--- src/rtl/src_rate_engine_if.sv ---
// Streaming + rate-config bundle for the SRC rate engine.
// master = upstream/config driver and downstream sink; slave = the engine.
interface src_rate_engine_if #(
  parameter int DATA_W = 16
);
  logic [2:0]        int_rate;
  logic              int_valid;
  logic [2:0]        dec_rate;
  logic              dec_valid;
  logic [DATA_W-1:0] s_data;
  logic              s_valid;
  logic              s_ready;
  logic [DATA_W-1:0] m_data;
  logic              m_valid;
  logic              m_ready;
  logic              cfg_err;
  logic              busy;

  modport master (
    output int_rate, int_valid, dec_rate, dec_valid, s_data, s_valid, m_ready,
    input  s_ready, m_data, m_valid, cfg_err, busy
  );

  modport slave (
    input  int_rate, int_valid, dec_rate, dec_valid, s_data, s_valid, m_ready,
    output s_ready, m_data, m_valid, cfg_err, busy
  );
endinterface

--- src/rtl/src_rate_engine.sv ---
// Rational-rate converter: zero-stuffs each sample by L, keeps every M-th phase.
// Latency 1 cycle accept->m_valid; stalls all state while the output slot is full.
module src_rate_engine #(
  parameter int DATA_W = 16
) (
  input  logic                clk,
  input  logic                rst,
  src_rate_engine_if.slave    bus
);
  localparam logic [0:0] IDLE = 1'b0;
  localparam logic [0:0] RUN  = 1'b1;

  logic [0:0]        state_q, state_d;
  logic [2:0]        l_q, l_d, m_q, m_d;
  logic [2:0]        pend_l_q, pend_l_d, pend_m_q, pend_m_d;
  logic              cfg_pend_q, cfg_pend_d;
  logic              cfg_seen_q, cfg_seen_d;
  logic              cfg_err_q, cfg_err_d;
  logic [2:0]        phase_q, phase_d;
  logic [2:0]        dec_cnt_q, dec_cnt_d;
  logic [DATA_W-1:0] m_data_q, m_data_d;
  logic              m_valid_q, m_valid_d;
  logic              run_en_q;

  logic              cfg_v, cfg_edge, slot_free, s_ready, accept, do_emit;
  logic [DATA_W-1:0] emit_val;

  always_comb begin
    state_d    = state_q;
    l_d        = l_q;
    m_d        = m_q;
    pend_l_d   = pend_l_q;
    pend_m_d   = pend_m_q;
    cfg_pend_d = cfg_pend_q;
    cfg_err_d  = 1'b0;
    phase_d    = phase_q;
    dec_cnt_d  = dec_cnt_q;
    m_data_d   = m_data_q;
    m_valid_d  = m_valid_q;
    do_emit    = 1'b0;
    emit_val   = '0;

    cfg_v      = bus.int_valid & bus.dec_valid;
    cfg_edge   = cfg_v & ~cfg_seen_q;
    cfg_seen_d = cfg_v;
    slot_free  = ~m_valid_q | bus.m_ready;
    // run_en_q keeps s_ready low until the first edge after reset release
    s_ready    = run_en_q & (state_q == IDLE) & slot_free & ~cfg_pend_q;
    accept     = bus.s_valid & s_ready;

    case (state_q)
      IDLE: begin
        if (cfg_pend_q) begin
          l_d        = pend_l_q;
          m_d        = pend_m_q;
          dec_cnt_d  = '0;
          cfg_pend_d = 1'b0;
          if (bus.m_ready) m_valid_d = 1'b0;
        end else if (accept) begin
          do_emit  = 1'b1;
          emit_val = bus.s_data;
          if (l_q > 3'd1) begin
            phase_d = 3'd1;
            state_d = RUN;
          end
        end else if (bus.m_ready) begin
          m_valid_d = 1'b0;
        end
      end
      default: begin
        if (slot_free) begin
          do_emit = 1'b1;
          if (phase_q == l_q - 3'd1) begin
            phase_d = '0;
            state_d = IDLE;
          end else begin
            phase_d = phase_q + 3'd1;
          end
        end
      end
    endcase

    // Emission only happens with a free slot, so a dropped phase can clear m_valid
    if (do_emit) begin
      if (dec_cnt_q == 3'd0) begin
        m_data_d  = emit_val;
        m_valid_d = 1'b1;
      end else begin
        m_valid_d = 1'b0;
      end
      dec_cnt_d = (dec_cnt_q == m_q - 3'd1) ? 3'd0 : dec_cnt_q + 3'd1;
    end

    // Capture after apply so a same-cycle edge re-arms the pending config
    if (cfg_edge) begin
      if (bus.int_rate == 3'd0 || bus.dec_rate == 3'd0) begin
        cfg_err_d = 1'b1;
      end else begin
        pend_l_d   = bus.int_rate;
        pend_m_d   = bus.dec_rate;
        cfg_pend_d = 1'b1;
      end
    end
  end

  always_ff @(posedge clk or negedge rst) begin
    if (!rst) begin
      state_q    <= IDLE;
      l_q        <= 3'd1;
      m_q        <= 3'd1;
      pend_l_q   <= 3'd1;
      pend_m_q   <= 3'd1;
      cfg_pend_q <= 1'b0;
      cfg_seen_q <= 1'b0;
      cfg_err_q  <= 1'b0;
      phase_q    <= '0;
      dec_cnt_q  <= '0;
      m_data_q   <= '0;
      m_valid_q  <= 1'b0;
      run_en_q   <= 1'b0;
    end else begin
      state_q    <= state_d;
      l_q        <= l_d;
      m_q        <= m_d;
      pend_l_q   <= pend_l_d;
      pend_m_q   <= pend_m_d;
      cfg_pend_q <= cfg_pend_d;
      cfg_seen_q <= cfg_seen_d;
      cfg_err_q  <= cfg_err_d;
      phase_q    <= phase_d;
      dec_cnt_q  <= dec_cnt_d;
      m_data_q   <= m_data_d;
      m_valid_q  <= m_valid_d;
      run_en_q   <= 1'b1;
    end
  end

  assign bus.s_ready = s_ready;
  assign bus.m_data  = m_data_q;
  assign bus.m_valid = m_valid_q;
  assign bus.cfg_err = cfg_err_q;
  assign bus.busy    = (state_q == RUN);
endmodule

--- src/flat_wrapper.sv ---
// flat-port wrapper written by rule: the top's interface ports become plain ports
module src_rate_engine_flat 
#(
  parameter int DATA_W = 16
)
  (clk, rst, bus_int_rate, bus_int_valid, bus_dec_rate, bus_dec_valid, bus_s_data, bus_s_valid, bus_m_ready, bus_s_ready, bus_m_data, bus_m_valid, bus_cfg_err, bus_busy);
  src_rate_engine_if #(.DATA_W(DATA_W)) bus_i ();
  input  logic clk;
  input  logic rst;
  input wire logic [$bits(bus_i.int_rate)-1:0] bus_int_rate;
  input wire logic [$bits(bus_i.int_valid)-1:0] bus_int_valid;
  input wire logic [$bits(bus_i.dec_rate)-1:0] bus_dec_rate;
  input wire logic [$bits(bus_i.dec_valid)-1:0] bus_dec_valid;
  input wire logic [$bits(bus_i.s_data)-1:0] bus_s_data;
  input wire logic [$bits(bus_i.s_valid)-1:0] bus_s_valid;
  input wire logic [$bits(bus_i.m_ready)-1:0] bus_m_ready;
  output wire logic [$bits(bus_i.s_ready)-1:0] bus_s_ready;
  output wire logic [$bits(bus_i.m_data)-1:0] bus_m_data;
  output wire logic [$bits(bus_i.m_valid)-1:0] bus_m_valid;
  output wire logic [$bits(bus_i.cfg_err)-1:0] bus_cfg_err;
  output wire logic [$bits(bus_i.busy)-1:0] bus_busy;
  assign bus_i.int_rate = bus_int_rate;
  assign bus_i.int_valid = bus_int_valid;
  assign bus_i.dec_rate = bus_dec_rate;
  assign bus_i.dec_valid = bus_dec_valid;
  assign bus_i.s_data = bus_s_data;
  assign bus_i.s_valid = bus_s_valid;
  assign bus_i.m_ready = bus_m_ready;
  assign bus_s_ready = bus_i.s_ready;
  assign bus_m_data = bus_i.m_data;
  assign bus_m_valid = bus_i.m_valid;
  assign bus_cfg_err = bus_i.cfg_err;
  assign bus_busy = bus_i.busy;
  src_rate_engine #(.DATA_W(DATA_W)) u_core (.clk(clk), .rst(rst), .bus(bus_i));
endmodule
--- config.mk ---
export PLATFORM = sky130hd
export DESIGN_NAME = src_rate_engine_flat
export DESIGN_NICKNAME = d
export VERILOG_FILES = /design/src/rtl/src_rate_engine_if.sv /design/src/rtl/src_rate_engine.sv /design/src/flat_wrapper.sv
export SDC_FILE = /design/constraint.sdc
export NUM_CORES = 1
export LEC_CHECK = 0
export ABC_AREA = 0
export BUFFER_PORTS_ARGS = -buffer_cell sky130_fd_sc_hd__buf_2
export CORE_UTILIZATION = 51
export DETAILED_ROUTE_END_ITERATION = 10
export HOLD_SLACK_MARGIN = 0.1
export PLACE_DENSITY_LB_ADDON = 0.3
export SYNTH_ARGS = -nofsm -noshare
export SYNTH_HDL_FRONTEND = slang
export SYNTH_SLANG_ARGS = --single-unit
--- constraint.sdc ---
create_clock -name clk -period 1.9 [get_ports clk]
set_input_delay 0.19 -clock clk [delete_from_list [all_inputs] [get_ports clk]]
set_output_delay 0.19 -clock clk [all_outputs]
set_load 0.005 [all_outputs]
=== After elaboration in Yosys (flattened, before gate mapping) ===
Index checks and enable logic that the tools add are counted.

* Flip-flop bits (word level): 40
* Input port bits: 28
* Output and inout port bits: 20
* Logic and storage cells: 83

* Add/sub/neg operators: 4
* Order comparisons: 1
* Equal/unequal tests: 6
* Multiplexer cells: 34
* Bitwise logic cells: 12
* Reductions and logical operators: 13

{| class="wikitable"
|+ Operator list
! kind !! number
|-
| $mux W16 || 3
|-
| $mux W3 || 10
|-
| $mux W1 || 21
|-
| $reduce_and A2 Y1 || 5
|-
| $logic_not A3 Y1 || 3
|-
| $add A3 B1 Y3 const B || 2
|-
| $and A1 B1 Y1 || 6
|-
| $eq A3 B3 Y1 || 2
|-
| $reduce_bool A2 Y1 || 3
|-
| $sub A3 B1 Y3 const B || 2
|-
| $not A1 Y1 || 5
|-
| $ne A2 B2 Y1 const B || 2
|-
| $reduce_and A4 Y1 || 1
|-
| $gt A3 B1 Y1 const B || 1
|-
| $ne A3 B2 Y1 const B || 1
|-
| $ne A2 B1 Y1 const B || 1
|-
| $logic_or A1 B1 Y1 || 1
|-
| $or A1 B1 Y1 || 1
|}

=== Longest topological paths before layout ===
* Depth in word-level cells: 10
* Mapped depth: 7
* Mapped depth without buffers: 6

=== Least setup slack after synthesis ===
OpenSTA, ideal clock, no wires.

* Path kind: register to register
* Start: register u_core.m_q[0]
* End: register u_core.dec_cnt_q[2]
* Setup time: 0.126 ns
* Arrival: 1.594 ns
* Data required time: 1.774 ns
* Path slack: 0.180 ns
* Cell stages (with the launch flop): 7
* Buffers on the path: 0
* Period minus slack after synthesis: 1.720 ns
* Path through: dfstp_2 > inv_1 > ha_1 > xor3_1 > nor3_2 > nor3_2 > a221o_1

* Longest elaborated chain between the ends: 4

{| class="wikitable"
|+ Ends and longest elaborated chain
! element !! RTL line !! RTL
|-
| start: declaration || src_rate_engine.sv:14 || <nowiki>logic [2:0] l_q, l_d, m_q, m_d;</nowiki>
|-
| start signal: assignment || src_rate_engine.sv:124 || <nowiki>m_q <= m_d;</nowiki>
|-
| $sub A3 B1 Y3 || src_rate_engine.sv:91 || <nowiki>dec_cnt_d = (dec_cnt_q == m_q - 3'd1) ? 3'd0 : dec_cnt_q + 3'd1;</nowiki>
|-
| $eq A3 B3 Y1 || src_rate_engine.sv:91 ||
|-
| $mux W3 || src_rate_engine.sv:91 ||
|-
| $mux W3 || src_rate_engine.sv:84 || <nowiki>if (do_emit) begin</nowiki>
|-
| end signal: assignment || src_rate_engine.sv:131 || <nowiki>dec_cnt_q <= dec_cnt_d;</nowiki>
|-
| end: declaration || src_rate_engine.sv:20 || <nowiki>logic [2:0] dec_cnt_q, dec_cnt_d;</nowiki>
|}

Every way passes these cells.
A chain may end at the register's enable or synchronous reset.

=== Worst setup path in the final report ===
* Start: register u_core.state_q, in the netlist u_core.bus.busy
* End: register u_core.m_data_q[5], in the netlist u_core.bus.m_data[5]

* Longest elaborated chain between the ends: 9
* Elaborated cells between the ends (all ways): 12
* Classes of those cells: 6 x mux; 5 x bitwise; 1 x reduce/logical

{| class="wikitable"
|+ Ends and longest elaborated chain
! element !! RTL line !! RTL
|-
| start: declaration || src_rate_engine.sv:13 || <nowiki>logic [0:0] state_q, state_d;</nowiki>
|-
| start signal: assignment || src_rate_engine.sv:122 || <nowiki>state_q <= state_d;</nowiki>
|-
| $not A1 Y1 (no source line) || - ||
|-
| $and A1 B1 Y1 (3 in series) || src_rate_engine.sv:48 || <nowiki>s_ready = run_en_q & (state_q == IDLE) & slot_free & ~cfg_pend_q;</nowiki>
|-
| $and A1 B1 Y1 || src_rate_engine.sv:49 || <nowiki>accept = bus.s_valid & s_ready;</nowiki>
|-
| $mux W1 || src_rate_engine.sv:59 || <nowiki>end else if (accept) begin</nowiki>
|-
| $mux W1 || src_rate_engine.sv:53 || <nowiki>if (cfg_pend_q) begin</nowiki>
|-
| $mux W1 || src_rate_engine.sv:51 || <nowiki>case (state_q)</nowiki>
|-
| $reduce_and A2 Y1 (no source line) || - ||
|-
| end signal: assignment || src_rate_engine.sv:132 || <nowiki>m_data_q <= m_data_d;</nowiki>
|-
| end: declaration || src_rate_engine.sv:21 || <nowiki>logic [DATA_W-1:0] m_data_q, m_data_d;</nowiki>
|}

Parallel ways exist; a longest one is shown, timed or not.

==> summary.md <==
| Metric | Value |
|---|---|
| Status | completed |
| Nets | 251 |
| Routability Congestion | 0.758 |
| DRC violations left | 0 |
| Die area | 0.00388 sq mm |
| DR top layer | met4 |
| CTS buffer count | 5 |
| Hold_sp | bus_int_rate[2] |
| Most frequent cells in the layout | 47 x buf_2, 36 x dfrtp_1, 22 x dlygate4sd3_1 |
| Die Y | 62.3 um |
| Die width | 62.3 um |
| Setup_tns | 0 ps |
| Metal3 WL | 130 um |
| Pleak | 1.20 nW |
| Worst setup margin | 207 ps |
| Post-synth EDFFs | 0 |
| Worst R2R End | u_core.bus.m_data[5] |
| Syn-to-layout area delta | 29.0% |
| Final hold violations | 0 |
| Fmax | 0.591 GHz |
| Clock Latency Late Sink | 330 ps |
| Crit path arrival time | 1970 ps |
| Share of the cycle needed by the critical path after routing | 0.891 |
| Crit-path max FO | 16 |
| P_int | 2.16 mW |
| Initial drt markers | 43 |
| Crit. End Element | flop |
| Max Cap Viol | 0 |
| Clock sinks | 40 |
| ANT cells | 0 |
| Switching power | 1.17 mW |
| FF-to-FF setup slack | 210 ps |
| RSZ-0062 raised after global routing | no |
| Reg power frac | 0.441 |
| Port bufs | 47 |
| Sequential share of the synthesized area | 0.543 |
| Vias in the first global route | 1425 |
| Slew Limit Fails | 0 |
| Part of the power in the clock network | 0.134 |
| Syn Nets | 178 |
| Min-Delay Endpoint | u_core.pend_l_q[2] |
| Pre-Repair DR Iteration Count | 4 |
| Total GRT Usage | 0.215 |
| R2R depth | 3 |
| Ys Warns | 0 |
| Clock Skew | 8.62 ps |
| Ys async rst share | 1.00 |
| Max_slew headroom | 0.432 |
| Largest net degree at the start of global routing | 41 |
| CTS tree | yes |
| Routed vias | 1415 |
| Grt ovf | 0 |
| Commonest non-fill, non-tap cell in the layout | buf_2 |
| Starting Density | 0.542 |
| CP Launch Type | flop |
| ANT nets after route | 0 |
| IO Count | 48 |
| Wire per inst | 14.1 um |
| RR Startpoint | u_core.bus.busy |
| Core Footprint | 0.00342 sq mm |
| Hold depth | 2 |
| Num rows | 21 |
| Power density cells | 1390 mW/mm^2 |
| FF+latch count, synth | 40 |
| DP HPWL | 2.36 mm |
| Peak ir drop on the vdd network | 0.765 mV |
| Longest Clk Path Bufs | 2 |
| Synth cell types | 41 |
| Setup crit start | u_core.bus.busy |
| Worst Max-Slew Pin Slew | 852 ps |
| H-tree Lvls | 2 |
| Detailed-route wire length | 3.72 mm |
| Power share of the combinational group | 0.425 |
| Place WS | 84.0 ps |
| Ratio of cells with drive above 1 in the final layout | 0.397 |
| Initial antenna violation count | 0 |
| FILL cells | 257 |
| Via density | 5.34 |
| Clk slew on worst S/H paths | 120 ps |
| Sw frac | 0.351 |
| Worst Hold Class | primary input to flop |
| Post-cts sizing count | 0 |
| Post-Syn Area per Cell | 12.8 sq um |
| Met1 wire length | 1.62 mm |
| First-pass GRT wire length | 6.45 mm |
| CP required | 2180 ps |
| Final setup fails | 0 |
| Top_reg_cell synth | dfrtp_1 |
| WL met2 | 1.90 mm |
| CP Class | flop to flop |
| Mapped cell area | 0.00185 sq mm |
| Post-Syn Instances | 145 |
| CTS Root Cell | clkbuf_4 |
| Minimum clock period | 1690 ps |
flip-flops by register name, summed over array words and instances (netlist names), 3 cells and up:
name / flops
u_core.bus.m_data: 16
u_core.l_q: 3
u_core.pend_m_q: 3
u_core.dec_cnt_q: 3
u_core.pend_l_q: 3
u_core.phase_q: 3
u_core.m_q: 3
power by group through the flow:
stage / clock, mW / sequential [mW] / combinational (mW)
2_1_floorplan: 0 / 1.43 / 1.02
5_1_grt: 0.497 / 1.51 / 1.57
3_5_place_dp: 0 / 1.47 / 1.36
3_3_place_gp: 0 / 1.45 / 1.29
4_1_cts: 0.459 / 1.46 / 1.40
6_report: 0.445 / 1.47 / 1.42
synthesized netlist by cell type, types with 3 or more instances:
master   count  area, sq um
nor2b_1      3         18.8
inv_1       10         37.5
a21oi_1      3         15.0
nor2_1       3         11.3
dfrtp_1     36          901
nor3_1       3         15.0
nand2_1     11         41.3
a22o_2      10          100
ha_1         5         62.6
mux2_2       8         90.1
o21ai_0      5         25.0
a22o_1       7         61.3
dfstp_2      4          105
stage by stage:
stage,instance area [sq um],util,cells,hold WS [ps],total power [mW]
floorplan,1850,-,145,-106,2.44
global placement,2100,0.615,234,331,2.74
detailed placement,2100,0.615,234,358,2.83
CTS,2380,0.698,264,105,3.32
global route,2390,0.700,265,103,3.58
finish,2390,0.700,265,120,3.33
final cells by class:
cell class                 instances  area (sq um)  area share
inverter                          10          37.5      0.0157
tap                               46          57.6      0.0241
sequential                        40          1010       0.421
timing repair buffer              71           470       0.197
multi-input combinational         90           757       0.317
clock inverter                     1          7.51     0.00314
clock buffer                       7          55.1      0.0230
worst max-delay path: stages, from the launching register on:
cell,delay [ps]
dfrtp_1,540
nor3b_4,270
and3_1,580
a22o_2,250
cell families after synthesis:
logic type	after synthesis	share of synthesized area
flops	40	0.543
simple gates	37	0.134
compound gates	32	0.140
buf+inv	15	0.0486
mux	9	0.0547
xor+xnor	6	0.0439
fa+ha+maj	5	0.0338
other cells	1	0.00202
per-layer routing:
layer  vias to the layer above  GRT usage
met3                         9     0.0368
met5                         -          0
met4                         0      0.110
met2                        45      0.360
met1                       695      0.267
li1                        666          -
how the worst max path moves through the flow:
stage	cells past startpoint	slack, ps	end
floorplan	6	180	u_core.dec_cnt_q[2]
global placement	6	150	u_core.dec_cnt_q[2]
detailed placement	6	80	u_core.dec_cnt_q[2]
CTS	6	50	u_core.dec_cnt_q[2]
global route	3	60	u_core.bus.m_data[5]
finish	3	210	u_core.bus.m_data[5]
repair_timing:
item                                    CTS  global route
hold buffers                             22             0
setup buffers                             0             1
hold endpoints to repair                 57             0
endpoints found under the setup margin    0             1
(Power assumes the default switching activity.)
